File: config.mk
export PLATFORM = sky130hd
export DESIGN_NAME = vga_timing_gen
export DESIGN_NICKNAME = d
export VERILOG_FILES = /design/src/rtl/vga_pkg.sv /design/src/rtl/vga_pix_div.sv /design/src/rtl/vga_timing_gen.sv
export SDC_FILE = /design/constraint.sdc
export NUM_CORES = 1
export LEC_CHECK = 0
export ABC_AREA = 0
export CORE_MARGIN = 3
export CORE_UTILIZATION = 48
export DETAILED_ROUTE_END_ITERATION = 16
export HOLD_SLACK_MARGIN = 0.05
export PLACE_DENSITY = 0.8
export SYNTH_ARGS = -nofsm -noshare
export SYNTH_HDL_FRONTEND = slang
export SYNTH_SLANG_ARGS = --single-unit
File: constraint.sdc
create_clock -name clk -period 3.5 [get_ports clk]
set_input_delay 0.7 -clock clk [delete_from_list [all_inputs] [get_ports clk]]
set_output_delay 0.7 -clock clk [all_outputs]
set_load 0.01 [all_outputs]
File: src/rtl/vga_pkg.sv
// rtl/vga_pkg.sv - shared 640x480@60 raster timing constants and coordinate type
// Imported by vga_timing_gen and by the pixel-colour stage so both agree on
// the raster geometry. No ports.
package vga_pkg;

    localparam int VGA_H_VIS  = 640;
    localparam int VGA_H_FP   = 16;
    localparam int VGA_H_SYNC = 96;
    localparam int VGA_H_BP   = 48;
    localparam int VGA_H_TOTAL = VGA_H_VIS + VGA_H_FP + VGA_H_SYNC + VGA_H_BP;

    localparam int VGA_V_VIS  = 480;
    localparam int VGA_V_FP   = 10;
    localparam int VGA_V_SYNC = 2;
    localparam int VGA_V_BP   = 33;
    localparam int VGA_V_TOTAL = VGA_V_VIS + VGA_V_FP + VGA_V_SYNC + VGA_V_BP;

    // Sync pulse occupies the columns/lines straight after the front porch.
    localparam int VGA_H_SYNC_START = VGA_H_VIS + VGA_H_FP;
    localparam int VGA_H_SYNC_END   = VGA_H_SYNC_START + VGA_H_SYNC - 1;
    localparam int VGA_V_SYNC_START = VGA_V_VIS + VGA_V_FP;
    localparam int VGA_V_SYNC_END   = VGA_V_SYNC_START + VGA_V_SYNC - 1;

    localparam int COORD_W = 10;
    typedef logic [COORD_W-1:0] coord_t;

endpackage

File: src/rtl/vga_pix_div.sv
// rtl/vga_pix_div.sv - system clock divider producing a one-clk pixel enable
// Ports: clk, rst (async, active-high), pix_en (high one clk in every PIX_DIV).
module vga_pix_div #(
    parameter int PIX_DIV = 4
) (
    input  logic clk,
    input  logic rst,
    output logic pix_en
);

    localparam int DW = $clog2(PIX_DIV);
    localparam logic [DW-1:0] LAST = DW'(PIX_DIV - 1);

    logic [DW-1:0] cnt_q, cnt_d;
    logic          pix_en_q, pix_en_d;

    // pix_en is registered from the next count so it is high exactly while the
    // counter holds PIX_DIV-1, without a combinational output path.
    always_comb begin
        cnt_d    = cnt_q + DW'(1);
        pix_en_d = (cnt_d == LAST);
    end

    always_ff @(posedge clk or posedge rst) begin
        if (rst) begin
            cnt_q    <= '0;
            pix_en_q <= 1'b0;
        end else begin
            cnt_q    <= cnt_d;
            pix_en_q <= pix_en_d;
        end
    end

    assign pix_en = pix_en_q;

endmodule

File: src/rtl/vga_timing_gen.sv
// rtl/vga_timing_gen.sv - VGA raster counters, sync/bright decodes and player position latch
// Ports: clk, rst (async, active-high); pos_x_in/pos_y_in/pos_valid position
// request, pos_ack commit pulse; pix_en pixel strobe; hCount/vCount raster
// position; bright, hSync, vSync (syncs active-low); frame_start vblank-entry
// pulse; player_x/player_y committed position.
// Macro VGA_POS_LATCH_EN: defined -> position commits only at vblank entry;
// undefined -> position is a plain registered copy of the request.
module vga_timing_gen
    import vga_pkg::*;
#(
    parameter int PIX_DIV = 4,
    parameter int H_VIS   = VGA_H_VIS,
    parameter int H_FP    = VGA_H_FP,
    parameter int H_SYNC  = VGA_H_SYNC,
    parameter int H_BP    = VGA_H_BP,
    parameter int V_VIS   = VGA_V_VIS,
    parameter int V_FP    = VGA_V_FP,
    parameter int V_SYNC  = VGA_V_SYNC,
    parameter int V_BP    = VGA_V_BP
) (
    input  logic       clk,
    input  logic       rst,
    input  logic [9:0] pos_x_in,
    input  logic [9:0] pos_y_in,
    input  logic       pos_valid,
    output logic       pos_ack,
    output logic       pix_en,
    output logic [9:0] hCount,
    output logic [9:0] vCount,
    output logic       bright,
    output logic       hSync,
    output logic       vSync,
    output logic       frame_start,
    output logic [9:0] player_x,
    output logic [9:0] player_y
);

    localparam coord_t H_LAST   = coord_t'(H_VIS + H_FP + H_SYNC + H_BP - 1);
    localparam coord_t V_LAST   = coord_t'(V_VIS + V_FP + V_SYNC + V_BP - 1);
    localparam coord_t H_VIS_C  = coord_t'(H_VIS);
    localparam coord_t V_VIS_C  = coord_t'(V_VIS);
    localparam coord_t HS_FIRST = coord_t'(H_VIS + H_FP);
    localparam coord_t HS_LAST  = coord_t'(H_VIS + H_FP + H_SYNC - 1);
    localparam coord_t VS_FIRST = coord_t'(V_VIS + V_FP);
    localparam coord_t VS_LAST  = coord_t'(V_VIS + V_FP + V_SYNC - 1);

    logic   pix_en_w;
    coord_t h_next, v_next;
    coord_t hcount_q, hcount_d, vcount_q, vcount_d;
    logic   bright_q, bright_d, hsync_q, hsync_d, vsync_q, vsync_d;
    logic   frame_start_q, frame_start_d, pos_ack_q, pos_ack_d;
    coord_t player_x_q, player_x_d, player_y_q, player_y_d;
`ifdef VGA_POS_LATCH_EN
    coord_t pend_x_q, pend_x_d, pend_y_q, pend_y_d;
    logic   dirty_q, dirty_d;
`endif

    vga_pix_div #(.PIX_DIV(PIX_DIV)) u_pix_div (
        .clk    (clk),
        .rst    (rst),
        .pix_en (pix_en_w)
    );

    always_comb begin
        h_next = (hcount_q == H_LAST) ? '0 : hcount_q + coord_t'(1);
        v_next = vcount_q;
        if (hcount_q == H_LAST) begin
            v_next = (vcount_q == V_LAST) ? '0 : vcount_q + coord_t'(1);
        end

        hcount_d      = hcount_q;
        vcount_d      = vcount_q;
        bright_d      = bright_q;
        hsync_d       = hsync_q;
        vsync_d       = vsync_q;
        frame_start_d = 1'b0;

        // Decodes are taken from the next counter values so they land on the
        // same edge as the counters and always describe what hCount/vCount show.
        if (pix_en_w) begin
            hcount_d      = h_next;
            vcount_d      = v_next;
            bright_d      = (h_next < H_VIS_C) && (v_next < V_VIS_C);
            hsync_d       = !((h_next >= HS_FIRST) && (h_next <= HS_LAST));
            vsync_d       = !((v_next >= VS_FIRST) && (v_next <= VS_LAST));
            frame_start_d = (h_next == '0) && (v_next == V_VIS_C);
        end

        player_x_d = player_x_q;
        player_y_d = player_y_q;
        pos_ack_d  = 1'b0;
`ifdef VGA_POS_LATCH_EN
        pend_x_d = pend_x_q;
        pend_y_d = pend_y_q;
        dirty_d  = dirty_q;
        // Commit reads the pending value before this clk's capture, so a request
        // arriving on the commit clk stays pending for the next frame.
        if (frame_start_d && dirty_q) begin
            player_x_d = pend_x_q;
            player_y_d = pend_y_q;
            pos_ack_d  = 1'b1;
            dirty_d    = 1'b0;
        end
        if (pos_valid) begin
            pend_x_d = pos_x_in;
            pend_y_d = pos_y_in;
            dirty_d  = 1'b1;
        end
`else
        if (pos_valid) begin
            player_x_d = pos_x_in;
            player_y_d = pos_y_in;
            pos_ack_d  = 1'b1;
        end
`endif
    end

    always_ff @(posedge clk or posedge rst) begin
        if (rst) begin
            hcount_q      <= H_LAST;
            vcount_q      <= V_LAST;
            bright_q      <= 1'b0;
            hsync_q       <= 1'b1;
            vsync_q       <= 1'b1;
            frame_start_q <= 1'b0;
            pos_ack_q     <= 1'b0;
            player_x_q    <= '0;
            player_y_q    <= '0;
`ifdef VGA_POS_LATCH_EN
            pend_x_q      <= '0;
            pend_y_q      <= '0;
            dirty_q       <= 1'b0;
`endif
        end else begin
            hcount_q      <= hcount_d;
            vcount_q      <= vcount_d;
            bright_q      <= bright_d;
            hsync_q       <= hsync_d;
            vsync_q       <= vsync_d;
            frame_start_q <= frame_start_d;
            pos_ack_q     <= pos_ack_d;
            player_x_q    <= player_x_d;
            player_y_q    <= player_y_d;
`ifdef VGA_POS_LATCH_EN
            pend_x_q      <= pend_x_d;
            pend_y_q      <= pend_y_d;
            dirty_q       <= dirty_d;
`endif
        end
    end

    assign pix_en      = pix_en_w;
    assign hCount      = hcount_q;
    assign vCount      = vcount_q;
    assign bright      = bright_q;
    assign hSync       = hsync_q;
    assign vSync       = vsync_q;
    assign frame_start = frame_start_q;
    assign pos_ack     = pos_ack_q;
    assign player_x    = player_x_q;
    assign player_y    = player_y_q;

endmodule

### Yosys cells after proc, flatten, opt, wreduce, memory -nomap -nowiden

Cells that the tools add are included.

* output and inout bits: 46
* ROM bits: 0
* flip-flop bits (word level): 48
* logic and storage cells: 36
* RAM bits: 0
* bits in latches: 0
* memories: 0
* input bits: 23

* multipliers: 0
* reduce and logical (&&, ||, !) cells: 7
* magnitude comparators: 6
* mux-type cells: 5
* $add $sub $neg: 3
* equality and inequality tests: 4
* shifts and indexed selects: 0
* bitwise gates (word level): 0
* div/mod/pow operators: 0

Operators with widths (count)
* 2-to-1 mux 10 bit: 3
* adder 10 x 1 -> 10 bit (second input constant): 2
* equality test 10 bit (second input constant): 2
* equality test 10 x 9 -> 1 bit (second input constant): 1
* greater-or-equal comparator 10 bit (second input constant): 1
* greater-or-equal comparator 10 x 9 -> 1 bit (second input constant): 1
* <= comparator 10 bit (second input constant): 1
* <= comparator 10 x 9 -> 1 bit (second input constant): 1
* logical NOT 10 bit: 1
* less-than comparator 10 bit (second input constant): 1
* less-than comparator 10 x 9 -> 1 bit (second input constant): 1
* logical AND 1 bit: 4
* adder 2 x 1 -> 2 bit (second input constant): 1
* equality test 2 bit (second input constant): 1
* logical NOT 1 bit: 2
* 2-to-1 mux 1 bit: 2

### Logic depth before layout (Yosys ltp)

Gate-level depths: netlist of the first run.

* depth after elaboration: 6
* mapped depth: 8
* depth with buffers taken out: 8

### By module

Synthesis of the first run repeated with hierarchy kept, for this count alone.

* cells, all modules: 249
* area, all modules: 2646.3 sq um

By module, submodules not included
* vga_timing_gen: area each 2547.4 sq um, instances 1, sequential area each 1141.1 sq um, cells each 242
* vga_pix_div: area each 98.8 sq um, instances 1, sequential area each 75.1 sq um, cells each 7

### Worst setup path after synthesis of the first run

OpenSTA, ideal clock, no wires.

* kind: register -> register
* from: register hcount_q[1], in the netlist hCount[1]
* to: register vsync_q, in the netlist vSync
* setup slack: 960 ps
* arrival time: 2456 ps
* stages on the path, launching flop included: 8
* period minus slack after synthesis: 2540 ps
* library setup time: 83 ps
* cell sequence: dfstp_2 ha_1 nand4_1 or3_4 nor2_4 xnor2_1 or4b_4 o32a_1

* cells in the longest elaborated chain, start to end: 5

RTL lines
* start: declaration: RTL line vga_timing_gen.sv:49 `coord_t hcount_q, hcount_d, vcount_q, vcount_d;`
* start signal: assignment: RTL line vga_timing_gen.sv:135 `hcount_q <= hcount_d;`
* equality test 10 bit (*): RTL line vga_timing_gen.sv:67 `if (hcount_q == H_LAST) begin`
* 2-to-1 mux 10 bit (*): RTL line vga_timing_gen.sv:67
* greater-or-equal comparator 10 x 9 -> 1 bit / <= comparator 10 x 9 -> 1 bit (equally long branches): RTL line vga_timing_gen.sv:85 `vsync_d = !((v_next >= VS_FIRST) && (v_next <= VS_LAST));`
* logical AND 1 bit (*): RTL line vga_timing_gen.sv:85
* logical NOT 1 bit (*): RTL line vga_timing_gen.sv:85
* end signal: assignment: RTL line vga_timing_gen.sv:139 `vsync_q <= vsync_d;`
* end: declaration: RTL line vga_timing_gen.sv:50 `logic bright_q, bright_d, hsync_q, hsync_d, vsync_q, vsync_d;`

Mark *: on every way between the ends. The rest lies on a longest branch, timed or not.
A chain may end at the register's enable or synchronous reset.

### Worst setup path in the final report of the first run

Same ends and word-level chain as after synthesis.

==> qor.txt, run 1 <==
ROUTING
------------------------------------------------------------------------------
Drt first-iter violations .......................................          242
Remaining design rule violation count ...........................            0
Routed via count ................................................         2025
Count of nets left with antenna violations after detail routing .            0
Detailed-route wire length ......................................      5.52 mm
Average routed wire per standard cell ...........................      15.0 µm
Total iterations of the first detailed-routing run ..............            4
Via/cell ratio ..................................................         5.52

STATUS
------------------------------------------------------------------------------
Status .......................................................... complete, no violations

SYNTH
------------------------------------------------------------------------------
Count of cell types in the netlist ..............................           51
Register bit total from synthesis ...............................           48
Area of the mapped netlist ......................................  0.00250 mm²
Number of warnings issued by yosys ..............................            0
Synthesized Nets ................................................          265
Async SR Flop Fraction ..........................................         100%
Share of the synthesized area in the top cell type ..............        36.1%
Count of flip-flops with a built-in enable after synthesis ......            0
Synth Instances .................................................          236
Mean instance size in the synthesized netlist ...................     10.6 µm²
Top cells by area in the synthesized netlist .................... sky130_fd_sc_hd__dfrtp_1 (36%), sky130_fd_sc_hd__dfstp_2 (13%), sky130_fd_sc_hd__mux2_2 (10%)
Predominant post-synthesis flop cell ............................ sky130_fd_sc_hd__dfrtp_1
Cell taking the most area after synthesis ....................... sky130_fd_sc_hd__dfrtp_1
Sequential fraction of the synthesis area .......................        48.7%

CLOCK NETWORK
------------------------------------------------------------------------------
Cell at the root of the clock tree .............................. sky130_fd_sc_hd__clkbuf_8
Total number of clock tree sinks ................................           48
Post-CTS repair timing setup buffer count .......................            0
H-tree Lvls .....................................................            2
Later-pin clock latency in the skew report ......................       300 ps
CTS clk-pin slew, worst paths ...................................        90 ps
Number of resized instances in the post-cts repair step .........            0
TritonCTS clock tree ............................................         done
Max Buffers Root-to-Sink ........................................            2
Number of buffers created by CTS ................................            5
Number of hold buffers added after cts ..........................            0

STA
------------------------------------------------------------------------------
Final period utilization ........................................        82.4%
Actual transition at the worst max-transition pin ...............       952 ps
Total count of max-transition violations in the final report ....            0
RSZ-0062 raised after global routing ............................           no
Fin. Hold Viols .................................................            0
Timing-limited maximum frequency ................................      347 MHz
Relative slew margins ...........................................        36.5%
Setup violators final ...........................................            0
Final critical-path required period .............................      2880 ps
Setup Total Neg Slack ...........................................         0 ps
Fin Clk Skew ....................................................      8.11 ps

FLOORPLAN
------------------------------------------------------------------------------
Total die area ..................................................  0.00610 mm²
Horiz. Die Dim ..................................................      78.1 µm
Die span in y ...................................................      78.1 µm
Core area .......................................................  0.00488 mm²
Number of standard-cell rows in the floorplan ...................           25
Ports placed on the boundary ....................................           69
Effective utilization at floorplan ..............................        51.2%

MIN PATH
------------------------------------------------------------------------------
Worst hold-check path type ......................................   reg -> reg

CRITICAL PATH
------------------------------------------------------------------------------
R2r worst-path depth ............................................            7
Type of the worst setup path ....................................   reg -> reg
Biggest fanout along the worst timing path ......................            8
Source of the worst register-to-register timing path ............    hCount[1]
Minimum setup slack among reg-to-reg paths ......................       620 ps
Critical Path AT ................................................      3120 ps
Startpoint of the worst setup timing path .......................    hCount[1]
Worst reg2reg endpoint ..........................................        vSync
Worst Setup End Kind ............................................         flop
Data required time at the worst endpoint ........................      3730 ps
Critical Path Sink ..............................................        vSync
Element type at the critical path start .........................         flop

POWER
------------------------------------------------------------------------------
Power share of the combinational group ..........................        10.0%
Power per cell area .............................................   375 mW/mm²
Worst supply voltage drop on vdd ................................       357 µV
Clock power share ...............................................        43.3%
Net Sw Frac .....................................................        19.5%
Switching power summed over all nets ............................     0.247 mW
Sequential share of power .......................................        46.7%
Internal power component ........................................      1.02 mW
LEAKAGE .........................................................      1.26 nW

LAYOUT
------------------------------------------------------------------------------
Number of fill cells ............................................          373
P&R area growth vs syn ..........................................        35.0%
Design Area, Final ..............................................  0.00337 mm²
Proportion of layout cells with a drive suffix above 1 ..........        18.0%
Layout Nets .....................................................          328
Ant diodes ......................................................            0

GLOBAL ROUTE
------------------------------------------------------------------------------
Number of global-route vias before repair .......................         1991
Congestion Overflow GR ..........................................            0
Initial antenna violation count .................................            0
Gr usage total ..................................................        19.4%
Pin count of the biggest net entering global routing ............           49
Wire length of the first global-routing pass ....................      9.51 mm

FLOW RUN
------------------------------------------------------------------------------
Number of violations of the max-capacitance limit ...............            0

PLACEMENT
------------------------------------------------------------------------------
Routability cong. ...............................................        0.835
DP HPWL .........................................................      3.95 mm
Placed Instance Area ............................................  0.00321 mm²
Number of I/O port buffers ......................................           68

==> layout by cell type (no fill, tap or decap), drive strengths merged, types with 2 or more instances in the layout <==
| cell | instances |
|---|---|
| clkdlybuf4s50 | 68 |
| dfrtp | 36 |
| mux2 | 23 |
| nand2 | 17 |
| o21ai | 16 |
| nor2 | 16 |
| dfstp | 12 |
| nand3 | 11 |
| xnor2 | 10 |
| inv | 9 |
| a21oi | 8 |
| a31oi | 6 |
| ha | 6 |
| nor3 | 5 |
| clkbuf | 5 |
| o31ai | 4 |
| or3 | 4 |
| nand4 | 3 |
| nor2b | 3 |
| bufinv | 3 |
| nor4 | 3 |
| and4 | 2 |
| nand2b | 2 |
| o211ai | 2 |
| buf | 2 |
| or2 | 2 |
| or4 | 2 |
==> worst max-delay path, cell delays in order (launching register included) <==
cell and delay, ps:
sky130_fd_sc_hd__dfstp_2 610, sky130_fd_sc_hd__ha_1 280, sky130_fd_sc_hd__nand4_1 180, sky130_fd_sc_hd__nor3_1 550, sky130_fd_sc_hd__a31oi_1 160, sky130_fd_sc_hd__a21oi_1 170, sky130_fd_sc_hd__or4b_4 520, sky130_fd_sc_hd__o32a_1 340
==> final cells by class <==
type | instances | area [µm²] | share of cell area, %
Multi-Input combinational cell | 165 | 1180 | 35.1
Timing Repair Buffer | 70 | 696 | 20.6
Clock inverter | 3 | 90.1 | 2.67
Sequential cell | 48 | 1220 | 36.1
Inverter | 9 | 33.8 | 1.00
Clock buffer | 5 | 68.8 | 2.04
Tap cell | 67 | 83.8 | 2.49
==> per-stage QoR <==
step / util [%] / power, mW / setup slack [ps] / std cells / hold slack (ps)
after floorplan: - / 0.647 / 960 / 236 / 386
after global placement: 65.8 / 0.726 / 770 / 359 / 397
after detailed placement: 65.8 / 0.728 / 669 / 359 / 397
after CTS: 69.1 / 1.28 / 643 / 367 / 409
after global routing: 69.1 / 1.31 / 414 / 367 / 433
final: 69.1 / 1.26 / 616 / 367 / 406
==> metal layers <==
layer,vias up,track usage [%],wire [µm]
met5,-,0,0
li1,983,-,-
met1,956,25.1,2420
met4,0,4.72,74
met2,78,29.7,2430
met3,8,8.83,598
==> sequential cells by signal, indices dropped and copies added (netlist names) <==
name and count:
hCount 10, player_x 10, player_y 10, vCount 10
u_pix_div.cnt_q 2, bright 1, frame_start 1, hSync 1
pos_ack 1, u_pix_div.pix_en 1, vSync 1
==> power by group through the flow <==
stage	clock network [mW]	logic (mW)	registers, mW
after floorplan	0	0.0353	0.612
after global placement	0	0.127	0.599
after detailed placement	0	0.128	0.600
after CTS	0.559	0.129	0.590
after global routing	0.583	0.137	0.593
final	0.547	0.126	0.590
==> cell usage after synthesis (3+ instances only) <==
library cell	instances
sky130_fd_sc_hd__or3_1	3
sky130_fd_sc_hd__a21oi_1	8
sky130_fd_sc_hd__o31ai_1	4
sky130_fd_sc_hd__nand2_1	17
sky130_fd_sc_hd__buf_2	4
sky130_fd_sc_hd__nor3_1	5
sky130_fd_sc_hd__dfrtp_1	36
sky130_fd_sc_hd__nor2_1	15
sky130_fd_sc_hd__ha_1	6
sky130_fd_sc_hd__nor2b_1	3
sky130_fd_sc_hd__clkbuf_1	9
sky130_fd_sc_hd__a31oi_1	6
sky130_fd_sc_hd__inv_1	9
sky130_fd_sc_hd__nand3_1	11
sky130_fd_sc_hd__mux2_2	23
sky130_fd_sc_hd__o21ai_0	16
sky130_fd_sc_hd__dfstp_2	12
sky130_fd_sc_hd__nand4_1	3
sky130_fd_sc_hd__xnor2_1	10
==> logic make-up after synthesis <==
logic type	count (synthesis)	share of synthesized area [%]
xor gates and xnor gates	11	3.86
AOI/OAI and AO/OA	51	13.3
DFF	48	48.7
muxes	23	10.4
and+or+nand+nor	73	16.3
adders and majority gates	7	3.41
buffers and inverters	23	3.96
==> worst min-delay path by stage <==
stage / startpoint / end / slack (ps) / cells after the start
after CTS: u_pix_div.cnt_q[0] / u_pix_div.cnt_q[0] / 410 / 1
after global routing: u_pix_div.cnt_q[0] / u_pix_div.cnt_q[0] / 430 / 1
after detailed placement: u_pix_div.cnt_q[0] / u_pix_div.cnt_q[0] / 400 / 1
final: u_pix_div.cnt_q[0] / u_pix_div.cnt_q[0] / 410 / 1
after floorplan: u_pix_div.cnt_q[0] / u_pix_div.cnt_q[0] / 390 / 1
after global placement: u_pix_div.cnt_q[0] / u_pix_div.cnt_q[0] / 400 / 1
(Power assumes the default switching activity.)
==> inputs of run 2 (changes only) <==
--- a/config.mk
+++ b/config.mk
@@ -7,10 +7,10 @@
 export LEC_CHECK = 0
 export ABC_AREA = 0
 export CORE_MARGIN = 3
-export CORE_UTILIZATION = 48
+export CORE_UTILIZATION = 43
 export DETAILED_ROUTE_END_ITERATION = 16
 export HOLD_SLACK_MARGIN = 0.05
-export PLACE_DENSITY = 0.8
+export PLACE_DENSITY = 0.76
 export SYNTH_ARGS = -nofsm -noshare
 export SYNTH_HDL_FRONTEND = slang
 export SYNTH_SLANG_ARGS = --single-unit
==> constraint.sdc (replaced) <==
create_clock -name clk -period 2.61 [get_ports clk]
set_input_delay 0.522 -clock clk [delete_from_list [all_inputs] [get_ports clk]]
set_output_delay 0.522 -clock clk [all_outputs]
set_load 0.01 [all_outputs]
==> run 2 against run 1 <==
Net effect:
- clock-buffer cell count is 1 higher
- non-clock buffer count rose by 19
- combinational power is 37% higher
- utilization down 7.0 points
- power increased by 12%
- worst hold slack improved by 24 ps
- largest power group unchanged
==> qor.txt, run 2 (synthesis results as in run 1) <==
STA
-------------------------------------------------------------------------------------
Actual transition at the worst max-transition pin ......................       553 ps   -398 ps
Final critical-path required period ....................................      2460 ps   -422 ps
Final period utilization ...............................................        94.3%   +12 points
Fin Clk Skew ...........................................................      6.44 ps   -1.67 ps
Setup violators final ..................................................            0   unchanged
Setup Total Neg Slack ..................................................         0 ps   unchanged
RSZ-0062 raised after global routing ...................................           no
Total count of max-transition violations in the final report ...........            0   unchanged
Fin. Hold Viols ........................................................            0   unchanged
Relative slew margins ..................................................        62.8%   +26 points
Timing-limited maximum frequency .......................................      406 MHz   +17%
Post-route setup slack .................................................       149 ps   -468 ps

MIN PATH
-------------------------------------------------------------------------------------
Count of cells along the worst hold path ...............................            1   unchanged
Worst min-delay path startpoint ........................................ u_pix_div.cnt_q[0]
Capture endpoint of the worst hold path ................................ u_pix_div.cnt_q[0]
Worst hold-check path type .............................................   reg -> reg

STATUS
-------------------------------------------------------------------------------------
Status ................................................................. complete, no violations

POWER
-------------------------------------------------------------------------------------
Power per cell area ....................................................   410 mW/mm²   +9.3%
Worst supply voltage drop on vdd .......................................       297 µV   -17%
Net Sw Frac ............................................................        22.5%   +3.0 points
Sequential share of power ..............................................        55.8%   +9.1 points
Internal power component ...............................................      1.10 mW   +8.1%
LEAKAGE ................................................................      1.33 nW   +5.1%
Switching power summed over all nets ...................................     0.319 mW   +29%
Power share of the combinational group .................................        12.2%   +2.2 points
Clock power share ......................................................        32.0%   -11 points

PLACEMENT
-------------------------------------------------------------------------------------
Post-Place Setup Slack .................................................       158 ps   -511 ps
Number of I/O port buffers .............................................           68   unchanged
Routability cong. ......................................................        0.917   +9.7%
DP HPWL ................................................................      4.57 mm   +16%

CLOCK NETWORK
-------------------------------------------------------------------------------------
Cell at the root of the clock tree ..................................... sky130_fd_sc_hd__clkbuf_8
Later-pin clock latency in the skew report .............................       300 ps   about the same
Total number of clock tree sinks .......................................           48   unchanged
TritonCTS clock tree ...................................................         done
Number of buffers created by CTS .......................................            5   unchanged
CTS clk-pin slew, worst paths ..........................................        90 ps   about the same
Max Buffers Root-to-Sink ...............................................            2   unchanged
H-tree Lvls ............................................................            2   unchanged

GLOBAL ROUTE
-------------------------------------------------------------------------------------
Wire length of the first global-routing pass ...........................      10.3 mm   +8.8%
Gr usage total .........................................................        19.9%   +0.45 points
Pin count of the biggest net entering global routing ...................           27   -45%
Initial antenna violation count ........................................            0   unchanged
Congestion Overflow GR .................................................            0   unchanged
Number of global-route vias before repair ..............................         2126   +6.8%

CRITICAL PATH
-------------------------------------------------------------------------------------
Worst Setup End Kind ...................................................         flop
Data required time at the worst endpoint ...............................      2840 ps   -890 ps
Minimum setup slack among reg-to-reg paths .............................       150 ps   -470 ps
Critical Path AT .......................................................      2690 ps   -430 ps
Type of the worst setup path ...........................................   reg -> reg
Element type at the critical path start ................................         flop
Worst reg2reg endpoint .................................................        vSync
Source of the worst register-to-register timing path ...................    hCount[0]
Biggest fanout along the worst timing path .............................           10   +2
Startpoint of the worst setup timing path ..............................    hCount[0]
R2r worst-path depth ...................................................            8   +1

FLOORPLAN
-------------------------------------------------------------------------------------
Number of standard-cell rows in the floorplan ..........................           27   +8.0%
Die span in y ..........................................................      82.2 µm   +5.2%
Ports placed on the boundary ...........................................           69   unchanged
Horiz. Die Dim .........................................................      82.2 µm   +5.2%
Effective utilization at floorplan .....................................        44.8%   -6.4 points
Core area ..............................................................  0.00557 mm²   +14%
Total die area .........................................................  0.00676 mm²   +11%

ROUTING
-------------------------------------------------------------------------------------
Average routed wire per standard cell ..................................      15.8 µm   +4.9%
Via/cell ratio .........................................................         5.48   -0.69%
Routed via count .......................................................         2137   +5.5%
Count of nets left with antenna violations after detail routing ........            0   unchanged
Drt first-iter violations ..............................................          153   -37%
Total iterations of the first detailed-routing run .....................            4   unchanged
Remaining design rule violation count ..................................            0   unchanged
Detailed-route wire length .............................................      6.16 mm   +11%

LAYOUT
-------------------------------------------------------------------------------------
Most frequent cells in the layout ...................................... sky130_fd_sc_hd__clkdlybuf4s50_1 (68), sky130_fd_sc_hd__dfrtp_1 (36), sky130_fd_sc_hd__mux2_2 (23)
Ant diodes .............................................................            0   unchanged
Number of fill cells ...................................................          427   +14%
Most frequent standard cell in the layout excluding fill and tap cells . sky130_fd_sc_hd__clkdlybuf4s50_1
Layout Nets ............................................................          347   +5.8%
Proportion of layout cells with a drive suffix above 1 .................        23.3%   +5.3 points
P&R area growth vs syn .................................................        38.5%

FLOW RUN
-------------------------------------------------------------------------------------
Number of violations of the max-capacitance limit ......................            0   unchanged

-- run 2: changes by cell type in the layout (fill, tap and decap cells not counted), sizes merged --
cell and delta:
clkinv +1, clkbuf +1, bufinv -3, buf +19
-- run 2: worst max-delay path by stage --
stage | to
floorplan | vSync
global placement | frame_start
detailed placement | vSync
CTS | vSync
global route | vSync
finish | vSync
-- run 2: routing by layer --
metal	GRT usage, %	vias to the layer above	routed length, µm
met5	0	-	0
met4	5.98	0	98
met3	3.47	8	281
met2	33.6	71	3150
met1	25.9	1035	2630
li1	-	1023	-
-- run 2: final cells by class --
type	count	area, µm²	area share, %
clock buffer	6	82.6	2.39
clock inverter	1	8.76	0.253
inverter	9	33.8	0.977
multi-input combinational	165	1190	34.4
sequential	48	1220	35.2
tap	72	90.1	2.60
timing repair buffer	89	838	24.2
-- run 2: critical path: stages, from the launching register on --
cell and delay [ps]:
sky130_fd_sc_hd__dfstp_2 540, sky130_fd_sc_hd__ha_1 160, sky130_fd_sc_hd__nand4_1 160, sky130_fd_sc_hd__nor3_2 240, sky130_fd_sc_hd__buf_4 190, sky130_fd_sc_hd__a31oi_1 90
sky130_fd_sc_hd__a21oi_1 160, sky130_fd_sc_hd__or4b_4 500, sky130_fd_sc_hd__o32a_1 340
-- run 2: timing repair --
item	CTS	global route
gates resized for setup	0	2
hold buffers	0	0
setup buffers	0	0
setup endpoints to repair	0	2
-- run 2: power by group through the flow --
stage	Sequential, mW	Combinational (mW)	Clock (mW)
after floorplan	0.820	0.0474	0
after global placement	0.803	0.174	0
after detailed placement	0.806	0.177	0
after CTS	0.791	0.178	0.468
after global routing	0.796	0.187	0.500
final	0.791	0.173	0.453
-- run 2: metrics by stage --
step | instances | cell area [µm²] | hold WS, ps | utilization (%) | power [mW]
2_1_floorplan | 236 | 2500 | 386 | - | 0.868
3_3_place_gp | 383 | 3360 | 397 | 60.3 | 0.977
5_1_grt | 390 | 3460 | 447 | 62.0 | 1.48
4_1_cts | 390 | 3450 | 442 | 61.9 | 1.44
3_5_place_dp | 383 | 3360 | 426 | 60.3 | 0.983
6_report | 390 | 3460 | 430 | 62.0 | 1.42
==> inputs of run 3 (changes only) <==
--- a/config.mk
+++ b/config.mk
@@ -7,10 +7,11 @@
 export LEC_CHECK = 0
 export ABC_AREA = 0
 export CORE_MARGIN = 3
-export CORE_UTILIZATION = 43
+export CORE_UTILIZATION = 55
 export DETAILED_ROUTE_END_ITERATION = 16
+export DONT_BUFFER_PORTS = 1
 export HOLD_SLACK_MARGIN = 0.05
-export PLACE_DENSITY = 0.76
+export PLACE_DENSITY = 0.73
 export SYNTH_ARGS = -nofsm -noshare
 export SYNTH_HDL_FRONTEND = slang
 export SYNTH_SLANG_ARGS = --single-unit
==> run 3 against run 2 <==
Net effect:
- sequential power increased by 2.7%
- sequential cell count stayed put
- register-to-register slack barely moved
- design area fell by 18%
==> qor.txt, run 3 (synthesis results as in run 1) <==
STATUS
-------------------------------------------------------------------------------------
Status ................................................................. complete, no violations

ROUTING
-------------------------------------------------------------------------------------
Drt first-iter violations ..............................................          130   -15%
Average routed wire per standard cell ..................................      17.3 µm   +9.9%
Remaining design rule violation count ..................................            0   unchanged
Count of nets left with antenna violations after detail routing ........            0   unchanged
Total iterations of the first detailed-routing run .....................            4   unchanged
Routed via count .......................................................         1874   -12%
Via/cell ratio .........................................................         6.12   +12%
Detailed-route wire length .............................................      5.31 mm   -14%

STA
-------------------------------------------------------------------------------------
Final period utilization ...............................................        94.6%   +0.27 points
Setup violators final ..................................................            0   unchanged
Fin Clk Skew ...........................................................      8.41 ps   +1.97 ps
Timing-limited maximum frequency .......................................      405 MHz   -0.28%
Setup Total Neg Slack ..................................................         0 ps   unchanged
Actual transition at the worst max-transition pin ......................       553 ps   -0.989 ps
Fin. Hold Viols ........................................................            0   unchanged
Final critical-path required period ....................................      2470 ps   +6.92 ps
Relative slew margins ..................................................        62.7%   -0.12 points
Total count of max-transition violations in the final report ...........            0   unchanged
RSZ-0062 raised after global routing ...................................           no

CLOCK NETWORK
-------------------------------------------------------------------------------------
Max Buffers Root-to-Sink ...............................................            2   unchanged
Post-CTS repair timing setup buffer count ..............................            0   unchanged
CTS clk-pin slew, worst paths ..........................................        90 ps   about the same
Number of buffers created by CTS .......................................            5   unchanged
Total number of clock tree sinks .......................................           48   unchanged
TritonCTS clock tree ...................................................         done
Cell at the root of the clock tree ..................................... sky130_fd_sc_hd__clkbuf_8
H-tree Lvls ............................................................            2   unchanged
Later-pin clock latency in the skew report .............................       300 ps   about the same

LAYOUT
-------------------------------------------------------------------------------------
P&R area growth vs syn .................................................        13.0%
Most frequent standard cell in the layout excluding fill and tap cells . sky130_fd_sc_hd__dfrtp_1
Ant diodes .............................................................            0   unchanged
Most frequent cells in the layout ...................................... sky130_fd_sc_hd__dfrtp_1 (36), sky130_fd_sc_hd__buf_4 (25), sky130_fd_sc_hd__mux2_2 (23)
Design Area, Final .....................................................  0.00282 mm²   -18%
Proportion of layout cells with a drive suffix above 1 .................        30.9%   +7.6 points
Post-route core utilization ............................................        67.6%   +5.5 points
Layout Nets ............................................................          284   -18%

PLACEMENT
-------------------------------------------------------------------------------------
DP HPWL ................................................................      3.98 mm   -13%
Routability cong. ......................................................        0.897   -2.1%
Number of I/O port buffers .............................................            0   -100%
Placed Instance Area ...................................................  0.00268 mm²   -20%

CRITICAL PATH
-------------------------------------------------------------------------------------
Element type at the critical path start ................................         flop
Critical Path AT .......................................................      2700 ps   about the same
Data required time at the worst endpoint ...............................      2840 ps   about the same
Stage delay of the slowest cell on the critical path ...................       550 ps   about the same
Critical Path Slowest Stage Cell ....................................... sky130_fd_sc_hd__or4b_4
Biggest fanout along the worst timing path .............................            3   -7
Worst Setup End Kind ...................................................         flop
Cell breakdown of the critical path .................................... ha_1 -> nand4_1 -> or3_4 -> nor2_4 -> xnor2_1 -> or4b_4 -> o32a_1
Type of the worst setup path ...........................................   reg -> reg

GLOBAL ROUTE
-------------------------------------------------------------------------------------
Number of global-route vias before repair ..............................         1800   -15%
Wire length of the first global-routing pass ...........................      8.64 mm   -16%
Congestion Overflow GR .................................................            0   unchanged
Gr usage total .........................................................        20.7%   +0.81 points
Pin count of the biggest net entering global routing ...................           22   -19%
Initial antenna violation count ........................................            0   unchanged

FLOORPLAN
-------------------------------------------------------------------------------------
Die span in y ..........................................................      73.4 µm   -11%
Number of standard-cell rows in the floorplan ..........................           23   -15%
Effective utilization at floorplan .....................................        59.8%   +15 points
Ports placed on the boundary ...........................................           69   unchanged
Total die area .........................................................  0.00538 mm²   -20%
Horiz. Die Dim .........................................................      73.4 µm   -11%
Core area ..............................................................  0.00417 mm²   -25%

FLOW RUN
-------------------------------------------------------------------------------------
Number of violations of the max-capacitance limit ......................            0   unchanged

POWER
-------------------------------------------------------------------------------------
Total power of the final layout ........................................      1.42 mW   +0.48%
Power per cell area ....................................................   505 mW/mm²   +23%
Worst supply voltage drop on vdd .......................................       407 µV   +37%
LEAKAGE ................................................................      1.11 nW   -16%

MIN PATH
-------------------------------------------------------------------------------------
Worst hold-check path type .............................................    in -> reg

==> run 3: power by group <==
group          switching, mW  internal, mW
clock                  0.246         0.313
combinational         0.0219        0.0307
sequential            0.0361         0.776
==> run 3: layer usage <==
metal  GRT usage (%)  part of all wire, %  wire length, µm  vias up
li1                -                    -                -      891
met4            6.04                 0.85               45        0
met3            5.47                  7.4              391        4
met2            33.0                   49             2590       78
met1            27.8                   43             2280      901
met5               0                    0                0        -
==> run 3: layout make-up <==
| class | count | area (µm²) |
|---|---|---|
| fill | 314 | 1350 |
| clock inverter | 2 | 38.8 |
| multi-input combinational | 165 | 1190 |
| clock buffer | 6 | 82.6 |
| tap | 50 | 62.6 |
| timing repair buffer | 26 | 198 |
| inverter | 9 | 33.8 |
| sequential | 48 | 1220 |
==> run 3: through the flow <==
step	cells	setup slack [ps]	hold slack, ps
global route	306	57.3	225
detailed placement	297	122	320
floorplan	236	70.4	386
CTS	306	99.1	236
finish	306	142	244
global placement	297	204	317
==> run 3: path summary, 6_finish.rpt <==
check | from | end | slack, ps | cells after the start
min in group asynchronous | rst | player_y[8] | 580 | 2
max in group asynchronous | rst | vSync | 1460 | 3
worst max-delay path | hCount[0] | vSync | 140 | 7
worst min register to register | u_pix_div.cnt_q[0] | u_pix_div.cnt_q[0] | 410 | 1
worst min-delay path | pos_valid | pos_ack | 240 | 0
worst max register to register | hCount[0] | vSync | 140 | 7
==> run 3: timing repair <==
action                     4_1_cts  5_1_grt
gates resized for setup          0        2
setup endpoints to repair        0        2
hold endpoints to repair         7        0
hold buffers                     1        0
==> run 3: critical path, delay by kind of cell (launching register included) <==
family | cells | cell delay (ps)
AOI/OAI and AO/OA | 1 | 340
xor gates and xnor gates | 1 | 70
adders and majority gates | 1 | 160
DFF | 1 | 540
and+or+nand+nor | 4 | 1270
==> patch (flow settings as in run 3) <==
`PIX_DIV` is set to 4 in 2 places; all go to 2.
--- a/src/rtl/vga_pix_div.sv
+++ b/src/rtl/vga_pix_div.sv
@@ -3,3 +3,3 @@
 module vga_pix_div #(
-    parameter int PIX_DIV = 4
+    parameter int PIX_DIV = 2
 ) (
--- a/src/rtl/vga_timing_gen.sv
+++ b/src/rtl/vga_timing_gen.sv
@@ -10,3 +10,3 @@
 #(
-    parameter int PIX_DIV = 4,
+    parameter int PIX_DIV = 2,
     parameter int H_VIS   = VGA_H_VIS,
Check against the original RTL: not equivalent (a bounded check fails within 4 cycles, from zero or initial values and one cycle with rst high).
==> patch against run 3 <==
- worst setup slack worse by 0.0053 ns
- wire length increased by 3.0%
- synthesized area grew 1.3%
- sequential cell count fell by 2
- sequential power down 3.9%
- power shrank 6.3%
- fmax decreased by 0.21%
- clock power decreased by 9.6%
- design area shrank 3.1%
- global-route usage down 0.35 points
- synthesized cell count rose by 6.4%
- worst hold slack improved by 0.015 ns
==> patch: results (changes against run 3) <==
- Initial antenna violation count: 0 (unchanged)
- Count of buffers from port buffering: 0 (unchanged)
- Leading cell types by total area after synthesis: sky130_fd_sc_hd__dfrtp_1, sky130_fd_sc_hd__dfstp_2, sky130_fd_sc_hd__mux2_2, sky130_fd_sc_hd__nand3_1, sky130_fd_sc_hd__o21ai_0
- CP Max Fanout: 7 (+4)
- Layout cell share with drive strength beyond 1: 24.51% (-6.3 points)
- Post-CTS setup buffer count: 0 (unchanged)
- Total number of H-tree levels: 2 (unchanged)
- Data arrival time of the worst path: 2.69 ns (about the same)
- Final nets: 284 (unchanged)
- Antenna diode count: 0 (unchanged)
- Clock-pin slew on the worst setup and hold paths: 0.08 ns
- Inserted Clock Buffers: 5 (unchanged)
- Global-route wire length before repair: 8556 um (-0.95%)
- Via total after detailed routing: 1922 (+2.6%)
- Share of flip-flops with an asynchronous set or reset: 100.0% (unchanged)
- Count of distinct cell types in the synthesized netlist: 48 (-5.9%)
- Worst Tran Pin Value: 0.9130 ns (+0.3605 ns)
- Detail Placement HPWL: 3978 um (-0.12%)
- Total of warnings raised by yosys: 0 (unchanged)
- Maximum vdd drop: 230.9 uV (-43%)
- Number of enable-type register cells in the synthesized netlist: 0 (unchanged)
- Clock Skews: 0.01013 ns (+0.001717 ns)
- Class of the tightest hold or removal check: input pin to flop
- Maximum number of buffers from clock root to sink: 2 (unchanged)
- Most used flip-flop cell after synthesis: sky130_fd_sc_hd__dfrtp_1
- P_leak: 1.057 nW (-5.0%)
- Largest net degree at the start of global routing: 47 (+110%)
- Wire length per cell after detailed routing: 17.69 um (+2.0%)
- Library cell used as clock root buffer: sky130_fd_sc_hd__clkbuf_8
- Logic pwr share: 3.6%
- Clock latency at the later pin of the worst-skew pair: 0.29 ns
- Initial drt markers: 81 (-38%)
- GRT Total Usage: 20.31% (-0.35 points)
- Result of the run: finished clean
- Post_cts resized: 0 (unchanged)
- Most used standard cells in the synthesized netlist: sky130_fd_sc_hd__dfrtp_1, sky130_fd_sc_hd__mux2_2, sky130_fd_sc_hd__nand2_1
- RePlAce Congestion: 0.8714 (-2.9%)
- Via count of the first global-routing pass: 1790 (-0.56%)
- Share of the yosys chip area belonging to registers: 46.12% (-2.6 points)
- Detailed-router iteration count before antenna repair: 4 (unchanged)
- Final Hold Slack: 0.2591 ns (+0.01499 ns)
- Cell Int Power: 0.001059 W (-5.4%)
-- patch: power groups by stage --
stage               clock network, W  logic [W]  registers (W)
finish                      0.000506  0.0000483       0.000780
global route                0.000550  0.0000546       0.000785
CTS                         0.000522  0.0000507       0.000781
detailed placement                 0  0.0000508       0.000794
global placement                   0  0.0000494       0.000792
floorplan                          0  0.0000469       0.000789
-- patch: kinds of logic after synthesis --
family          Yosys count  synth area share [%]
flops                    46                 46.12
simple gates             83                 17.86
fa+ha+maj                 5                 2.474
buf+inv                  25                 4.602
mux                      20                 8.907
compound gates           60                 15.88
xor+xnor                 12                 4.156
-- patch: final cells by class --
cell class / instances / area, um2
fill: 366 / 1650
inverter: 6 / 22.52
tap: 52 / 65.06
clock buffer: 7 / 76.32
timing repair buffer: 17 / 127.6
multi-input combinational: 180 / 1246
clock inverter: 1 / 30.03
sequential: 46 / 1166
-- patch: worst max-delay path: stages, from the launching register on --
cell and delay, ns:
sky130_fd_sc_hd__dfstp_2 0.62, sky130_fd_sc_hd__or4b_4 0.52, sky130_fd_sc_hd__nor3_4 0.28, sky130_fd_sc_hd__buf_4 0.20, sky130_fd_sc_hd__nand3_1 0.07, sky130_fd_sc_hd__a21oi_1 0.15
sky130_fd_sc_hd__nand4_1 0.16, sky130_fd_sc_hd__o32a_1 0.38
-- patch: metrics by stage --
stage	cell area (um2)	TNS, ns	power (W)	setup WS [ns]	instances
after floorplan	2529	0	0.0008356	0.2516	251
after detailed placement	2620	0	0.0008450	0.1650	300
after CTS	2726	0	0.001354	0.1370	308
final	2734	0	0.001334	0.1365	309
after global placement	2620	0	0.0008415	0.2280	300
after global routing	2734	-0.007530	0.001390	-0.006126	309
-- patch: path summary, 6_finish.rpt --
path / end / cells after the start / slack [ns] / start
max: vSync$_DFFE_PP1P_ / 7 / 0.14 / hCount[9]$_DFFE_PP1P_
min: pos_ack$_DFF_PP0_ / 0 / 0.26 / pos_valid
max reg2reg: vSync$_DFFE_PP1P_ / 7 / 0.14 / hCount[9]$_DFFE_PP1P_
min reg2reg: hSync$_DFFE_PP1P_ / 2 / 0.53 / hSync$_DFFE_PP1P_
max in group asynchronous: player_x[4]$_DFFE_PP0P_ / 1 / 1.74 / rst
min in group asynchronous: player_y[3]$_DFFE_PP0P_ / 1 / 0.31 / rst
-- patch: layer usage --
metal | vias to the layer above | GRT usage, % | wire length (um)
li1 | 925 | - | -
met5 | - | 0 | 0
met4 | 0 | 6.439 | 74
met1 | 902 | 27.86 | 2496
met3 | 8 | 5.609 | 517
met2 | 87 | 31.10 | 2377
